`src/rtl/axil_pkg.sv`:
```
// axil_pkg: AXI4-Lite response codes and write-side FSM states
// shared by the read and write adapters.
package axil_pkg;

  localparam logic [1:0] RESP_OKAY   = 2'b00;
  localparam logic [1:0] RESP_SLVERR = 2'b10;

  typedef enum logic [2:0] {
    IDLE   = 3'd0,
    ISSUE  = 3'd1,
    WAIT_B = 3'd2,
    RESP   = 3'd3,
    DRAIN  = 3'd4
  } wr_state_t;

endpackage

```
`src/rtl/axil_wdog.sv`:
```
// axil_wdog: cycle counter, cleared by clr, advanced by en.
// expire is high while en is set and the count sits at LIMIT-1.
module axil_wdog #(
  parameter int LIMIT = 1024
) (
  input  logic clk,
  input  logic rst_n,
  input  logic clr,
  input  logic en,
  output logic expire
);

  localparam int CW = (LIMIT > 1) ? $clog2(LIMIT) : 1;

  logic [CW-1:0] cnt;

  always_ff @(posedge clk or negedge rst_n) begin
    if (!rst_n) begin
      cnt <= '0;
    end else if (clr) begin
      cnt <= '0;
    end else if (en) begin
      cnt <= cnt + 1'b1;
    end
  end

  assign expire = en && (cnt == CW'(LIMIT - 1));

endmodule

```
`src/rtl/axil_write_adapter.sv`:
```
// axil_write_adapter: replays one upstream AXI-Lite write (s_axi_*)
// on the fabric port (m_axi_*), returns BRESP, SLVERR on watchdog.
// Ports: clk, rst_n (async, active low); s_axi_aw*/w*/b* slave side;
// m_axi_aw*/w*/b* master side; timeout_o pulses when watchdog fires.
module axil_write_adapter
  import axil_pkg::*;
#(
  parameter int ADDR_W      = 32,
  parameter int DATA_W      = 32,
  parameter int TIMEOUT_CYC = 1024
) (
  input  logic                clk,
  input  logic                rst_n,
  input  logic [ADDR_W-1:0]   s_axi_awaddr,
  input  logic [2:0]          s_axi_awprot,
  input  logic                s_axi_awvalid,
  output logic                s_axi_awready,
  input  logic [DATA_W-1:0]   s_axi_wdata,
  input  logic [DATA_W/8-1:0] s_axi_wstrb,
  input  logic                s_axi_wvalid,
  output logic                s_axi_wready,
  output logic [1:0]          s_axi_bresp,
  output logic                s_axi_bvalid,
  input  logic                s_axi_bready,
  output logic [ADDR_W-1:0]   m_axi_awaddr,
  output logic [2:0]          m_axi_awprot,
  output logic                m_axi_awvalid,
  input  logic                m_axi_awready,
  output logic [DATA_W-1:0]   m_axi_wdata,
  output logic [DATA_W/8-1:0] m_axi_wstrb,
  output logic                m_axi_wvalid,
  input  logic                m_axi_wready,
  input  logic [1:0]          m_axi_bresp,
  input  logic                m_axi_bvalid,
  output logic                m_axi_bready,
  output logic                timeout_o
);

  wr_state_t state;
  logic      aw_got;
  logic      w_got;
  logic      drain_pend;

  logic aw_hs;
  logic w_hs;
  logic aw_done;
  logic w_done;
  logic maw_ok;
  logic mw_ok;
  logic mb_hs;
  logic wd_clr;
  logic wd_en;
  logic wd_expire;
  logic fire;
  logic unused_prot;

  assign unused_prot = ^s_axi_awprot;
  assign m_axi_awprot = 3'b000;

  assign aw_hs   = s_axi_awvalid && s_axi_awready;
  assign w_hs    = s_axi_wvalid && s_axi_wready;
  assign aw_done = aw_got || aw_hs;
  assign w_done  = w_got || w_hs;

  // An M channel counts as done once its valid is low or
  // its handshake completes on this edge.
  assign maw_ok = !m_axi_awvalid || m_axi_awready;
  assign mw_ok  = !m_axi_wvalid || m_axi_wready;
  assign mb_hs  = m_axi_bvalid && m_axi_bready;

  assign wd_clr = (state == IDLE) && aw_done && w_done;
  assign wd_en  = (state == ISSUE) || (state == WAIT_B);

  generate
    if (TIMEOUT_CYC > 0) begin : g_wdog
      axil_wdog #(
        .LIMIT (TIMEOUT_CYC)
      ) u_wdog (
        .clk    (clk),
        .rst_n  (rst_n),
        .clr    (wd_clr),
        .en     (wd_en),
        .expire (wd_expire)
      );
    end else begin : g_no_wdog
      assign wd_expire = 1'b0;
    end
  endgenerate

  // A real response arriving on the expiry cycle wins.
  assign fire      = wd_expire && !mb_hs;
  assign timeout_o = fire;

  always_ff @(posedge clk or negedge rst_n) begin
    if (!rst_n) begin
      state         <= IDLE;
      aw_got        <= 1'b0;
      w_got         <= 1'b0;
      drain_pend    <= 1'b0;
      s_axi_awready <= 1'b0;
      s_axi_wready  <= 1'b0;
      s_axi_bresp   <= RESP_OKAY;
      s_axi_bvalid  <= 1'b0;
      m_axi_awaddr  <= '0;
      m_axi_awvalid <= 1'b0;
      m_axi_wdata   <= '0;
      m_axi_wstrb   <= '0;
      m_axi_wvalid  <= 1'b0;
      m_axi_bready  <= 1'b0;
    end else begin
      s_axi_awready <= 1'b0;
      s_axi_wready  <= 1'b0;
      if (m_axi_awvalid && m_axi_awready) begin
        m_axi_awvalid <= 1'b0;
      end
      if (m_axi_wvalid && m_axi_wready) begin
        m_axi_wvalid <= 1'b0;
      end
      unique case (state)
        IDLE: begin
          if (aw_hs) begin
            m_axi_awaddr <= s_axi_awaddr;
            aw_got       <= 1'b1;
          end
          if (w_hs) begin
            m_axi_wdata <= s_axi_wdata;
            m_axi_wstrb <= s_axi_wstrb;
            w_got       <= 1'b1;
          end
          if (aw_done && w_done) begin
            aw_got        <= 1'b0;
            w_got         <= 1'b0;
            m_axi_awvalid <= 1'b1;
            m_axi_wvalid  <= 1'b1;
            state         <= ISSUE;
          end else begin
            s_axi_awready <= s_axi_awvalid && !aw_done
                             && !s_axi_awready;
            s_axi_wready  <= s_axi_wvalid && !w_done
                             && !s_axi_wready;
          end
        end
        ISSUE: begin
          if (fire) begin
            s_axi_bresp  <= RESP_SLVERR;
            s_axi_bvalid <= 1'b1;
            drain_pend   <= 1'b1;
            state        <= RESP;
          end else if (maw_ok && mw_ok) begin
            m_axi_bready <= 1'b1;
            state        <= WAIT_B;
          end
        end
        WAIT_B: begin
          if (mb_hs) begin
            s_axi_bresp  <= m_axi_bresp;
            s_axi_bvalid <= 1'b1;
            m_axi_bready <= 1'b0;
            state        <= RESP;
          end else if (fire) begin
            s_axi_bresp  <= RESP_SLVERR;
            s_axi_bvalid <= 1'b1;
            m_axi_bready <= 1'b0;
            drain_pend   <= 1'b1;
            state        <= RESP;
          end
        end
        RESP: begin
          if (s_axi_bready) begin
            s_axi_bvalid <= 1'b0;
            state        <= drain_pend ? DRAIN : IDLE;
          end
        end
        DRAIN: begin
          // Finish AW/W first, then take and drop the late B.
          if (mb_hs) begin
            m_axi_bready <= 1'b0;
            drain_pend   <= 1'b0;
            state        <= IDLE;
          end else if (maw_ok && mw_ok) begin
            m_axi_bready <= 1'b1;
          end
        end
        default: begin
          state <= IDLE;
        end
      endcase
    end
  end

endmodule

```
`config.mk`:
```
export PLATFORM = sky130hd
export DESIGN_NAME = axil_write_adapter
export DESIGN_NICKNAME = d
export VERILOG_FILES = /design/src/rtl/axil_pkg.sv /design/src/rtl/axil_wdog.sv /design/src/rtl/axil_write_adapter.sv
export SDC_FILE = /design/constraint.sdc
export NUM_CORES = 1
export LEC_CHECK = 0
export BUFFER_PORTS_ARGS = -buffer_cell sky130_fd_sc_hd__buf_2
export CORE_MARGIN = 8
export CORE_UTILIZATION = 43
export DETAILED_ROUTE_END_ITERATION = 10
export PLACE_DENSITY = 0.78
export SETUP_SLACK_MARGIN = 0.4
export SLEW_MARGIN = 20
export SYNTH_ARGS = -nofsm -noshare
export SYNTH_HDL_FRONTEND = slang
export SYNTH_SLANG_ARGS = --single-unit
```
`constraint.sdc`:
```
create_clock -name clk -period 1.5 [get_ports clk]
set_input_delay 0.075 -clock clk [delete_from_list [all_inputs] [get_ports clk]]
set_output_delay 0.075 -clock clk [all_outputs]
set_load 0.03 [all_outputs]
```
==> summary.txt <==
Outcome
  – Outcome: finished with violations
  – Violated checks: hold timing, setup timing

Timing
  – Final Hold Viols: 1
  – RSZ-0062 raised after global routing: yes
  – Fin crit period: 1700 ps
  – Max Clock Freq: 587 MHz
  – Slew Limit Fails: 0
  – Final setup fails: 83
  – Final WS setup: -203 ps
  – Setup TNS: -11080 ps
  – Hold_ws: -1.43 ps
  – Clk_skew: 11.5 ps
  – Fin crit share: 114%

Critical path
  – Crit-path max FO: 7
  – CP Data Required Time: 1740 ps
  – Depth of the most critical reg-to-reg path: 6
  – Startpoint types: flop
  – Arrival time at the worst endpoint: 1950 ps
  – CP delay by family, top: buffers and inverters
  – CP startpoint: state[1]$_DFFE_PN0P_
  – Slowest cell delay on critical path: 440 ps
  – Crit path buf inv count: 3
  – Slack of the worst reg-to-reg path: -200 ps
  – Crit path kind: flop to flop
  – CP endpoint kind: flop
  – CP Depth: 6
  – Worst setup endpoint: m_axi_wdata[14]$_DFFE_PN0P_
  – Critical Path, Cell by Cell: buf_6, nor3_4, buf_12, nand3_4, clkbuf_16, mux2_2
  – Critical-path top delay cell: dfrtp_2
  – FF-to-FF Start: state[1]$_DFFE_PN0P_
  – Worst R2R End: m_axi_wdata[14]$_DFFE_PN0P_

Finish
  – Final instance area: 0.00644 mm²
  – Post-route insts no fill: 689
  – Syn-to-layout area delta: 66.9%
  – Layout filler cell count: 539
  – Utilization after layout: 73.9%
  – Nets: 656
  – Fraction of layout cells with a size suffix above 1: 58.2%

Synth
  – Async set-reset flop share out of synthesis: 100%
  – Synth unique cells: 40
  – Synthesized instance count: 293
  – Yosys reg bits: 92
  – Synth Warn #: 0
  – Netlist Area Pre-Place: 0.00386 mm²
  – Number of flops mapped to enable cells by yosys: 0
  – Seq/Total Area, Yosys: 59.6%
  – Synth Flop Type: dfrtp_1
  – Mean area per synthesized cell: 13.2 µm²

Die
  – Initial core utilization: 44.3%
  – Std cell rows: 34
  – Die extent in y: 111 µm
  – # IOs: 161
  – Die area: 0.0123 mm²
  – Die width: 111 µm
  – Core ar.: 0.00872 mm²

Pwr
  – Pwr per Cell Area: 1730 mW/mm²
  – Clock Power Share: 14.2%
  – Gate power share: 50.8%
  – Internal Power: 6.52 mW
  – Static Leak: 3.37 nW
  – Switching part of the total: 41.4%
  – Power Total: 11.1 mW
  – Reg power frac: 34.9%
  – Max IR drop VDD: 0.00118 V
  – P_sw: 4.61 mW

Route
  – WL met3: 1190 µm
  – Top Layer Used: met4
  – DRC viols: 0
  – WL met1: 4420 µm
  – First-pass iteration count of the detailed router: 4
  – Via Count: 3487
  – Final ANT Viol Nets: 0
  – Final WL: 12400 µm
  – WL/cell: 17.9 µm
  – Detail Route met2 WL: 6410 µm
  – Via/cell ratio: 5.06
  – DR iter-0 viols: 134

Placed design
  – Placer Congestion: 0.858
  – Area post-placement: 0.00498 mm²
  – Pre-CTS setup slack: -137 ps
  – Placed cell count: 567
  – # port buffers: 154
  – Hpwl dp: 7570 µm

Clock tree
  – CTS Root Cell: clkbuf_8
  – Clk_lat worst skew: 360 ps
  – H-Tree Depth: 3
  – Hold buffer count at CTS: 73
  – CTS tree: done
  – CTS buffer count: 9
  – CTS sink count: 92
  – Reg clk slew, reported paths: 90 ps
  – Clk buf depth: 2

Global route
  – Tot GR Track Use: 19.0%
  – Largest net degree at the start of global routing: 40
  – Vias in the first global route: 3827
  – Total grt overflow: 0
  – Initial antenna violation count: 2
  – First-pass GRT wire length: 19000 µm

Flow run
  – # Max-Cap Violations: 0

Worst hold path
  – Hold crit path type: input pin to flop
layout make-up:
type	count	area (µm²)	share of cell area, %
antenna	2	5.00	0.0777
clock buffer	10	138	2.14
inverter	7	43.8	0.680
multi-input combinational	181	1610	25.0
sequential	92	2310	35.8
tap	108	135	2.10
clock inverter	6	47.5	0.738
timing repair buffer	283	2150	33.4
sequential cells by signal, summed over array words and instances, names as in the netlist, 2 cells and up:
| signal | flops |
|---|---|
| g_wdog.u_wdog.cnt | 10 |
| m_axi_awaddr | 32 |
| m_axi_wdata | 32 |
| m_axi_wstrb | 4 |
| s_axi_bresp | 2 |
| state | 3 |
kinds of logic after synthesis:
| kind of cell | share of synthesized area [%] |
|---|---|
| xor+xnor | 2.24 |
| simple gates | 9.01 |
| fa+ha+maj | 0.324 |
| compound gates | 5.54 |
| other cells | 0.0972 |
| buf+inv | 3.31 |
| mux | 19.8 |
| flops | 59.6 |
power groups by stage:
stage	combinational, mW	sequential (mW)	clock (mW)
2_1_floorplan	1.59	5.22	0
3_3_place_gp	4.32	3.83	0
3_5_place_dp	4.44	3.89	0
4_1_cts	5.15	3.85	1.63
5_1_grt	6.02	3.98	1.71
6_report	5.66	3.89	1.58
placed cells by master (no fill, tap or decap), types with 5 or more instances in the layout:
master / Yosys / layout
buf_4: 4 / 29
mux2_2: 68 / 68
o21ai_0: 8 / 6
buf_2: 7 / 149
dfrtp_2: 0 / 5
clkbuf_8: 0 / 10
dfrtp_1: 92 / 87
buf_6: 2 / 21
a21oi_2: 0 / 6
nor2_1: 15 / 14
dlygate4sd3_1: 0 / 73
nand3_1: 7 / 6
buf_12: 0 / 7
nand2_1: 16 / 14
a21oi_1: 13 / 7
Yosys cell counts, types with 2 or more instances:
cell | instances | share of area, %
a31oi_1 | 2 | 0.32
buf_4 | 4 | 0.78
nand3_1 | 7 | 0.91
mux2_2 | 68 | 20
xor2_1 | 4 | 0.91
and3_1 | 2 | 0.32
nand2b_1 | 5 | 0.81
nor3_1 | 6 | 0.78
a311oi_1 | 2 | 0.45
clkbuf_1 | 3 | 0.29
nor2_1 | 15 | 1.5
nand2_1 | 16 | 1.6
xnor2_1 | 4 | 0.91
and2_1 | 2 | 0.32
a211o_1 | 2 | 0.45
o22ai_1 | 2 | 0.32
a21oi_1 | 13 | 1.7
dfrtp_1 | 92 | 60
o21ai_0 | 8 | 1.0
and4_1 | 4 | 0.91
buf_2 | 7 | 0.91
inv_1 | 6 | 0.58
buf_6 | 2 | 0.58
repair_timing:
item	CTS	global route
resized for setup	46	24
pin swaps	14	10
endpoints found under the hold margin	166	1
cloned	1	4
endpoints found under the setup margin	95	96
buffers inserted	16	10
tightest hold or removal path: cells and delay by family:
family	cells	cell delay, ps
AND/OR/NAND/NOR	2	180
buffers and inverters	1	70
worst min path at each step:
stage                  from                         end  depth (start not counted)
2_1_floorplan         rst_n          aw_got$_DFFE_PN0P_                          0
3_3_place_gp          rst_n  m_axi_wdata[5]$_DFFE_PN0P_                          1
3_5_place_dp          rst_n  m_axi_wdata[5]$_DFFE_PN0P_                          1
4_1_cts        m_axi_wready      m_axi_wvalid$_DFF_PN0_                          3
5_1_grt        m_axi_wready      m_axi_wvalid$_DFF_PN0_                          3
6_report       m_axi_wready      m_axi_wvalid$_DFF_PN0_                          3
layer usage:
layer  vias to the layer above  GRT usage (%)
met3                        31           9.04
li1                       1582              -
met1                      1721           19.4
met4                         0           9.64
met2                       153           31.9
met5                         -              0
Note: power is estimated with default switching activity, not from simulation.
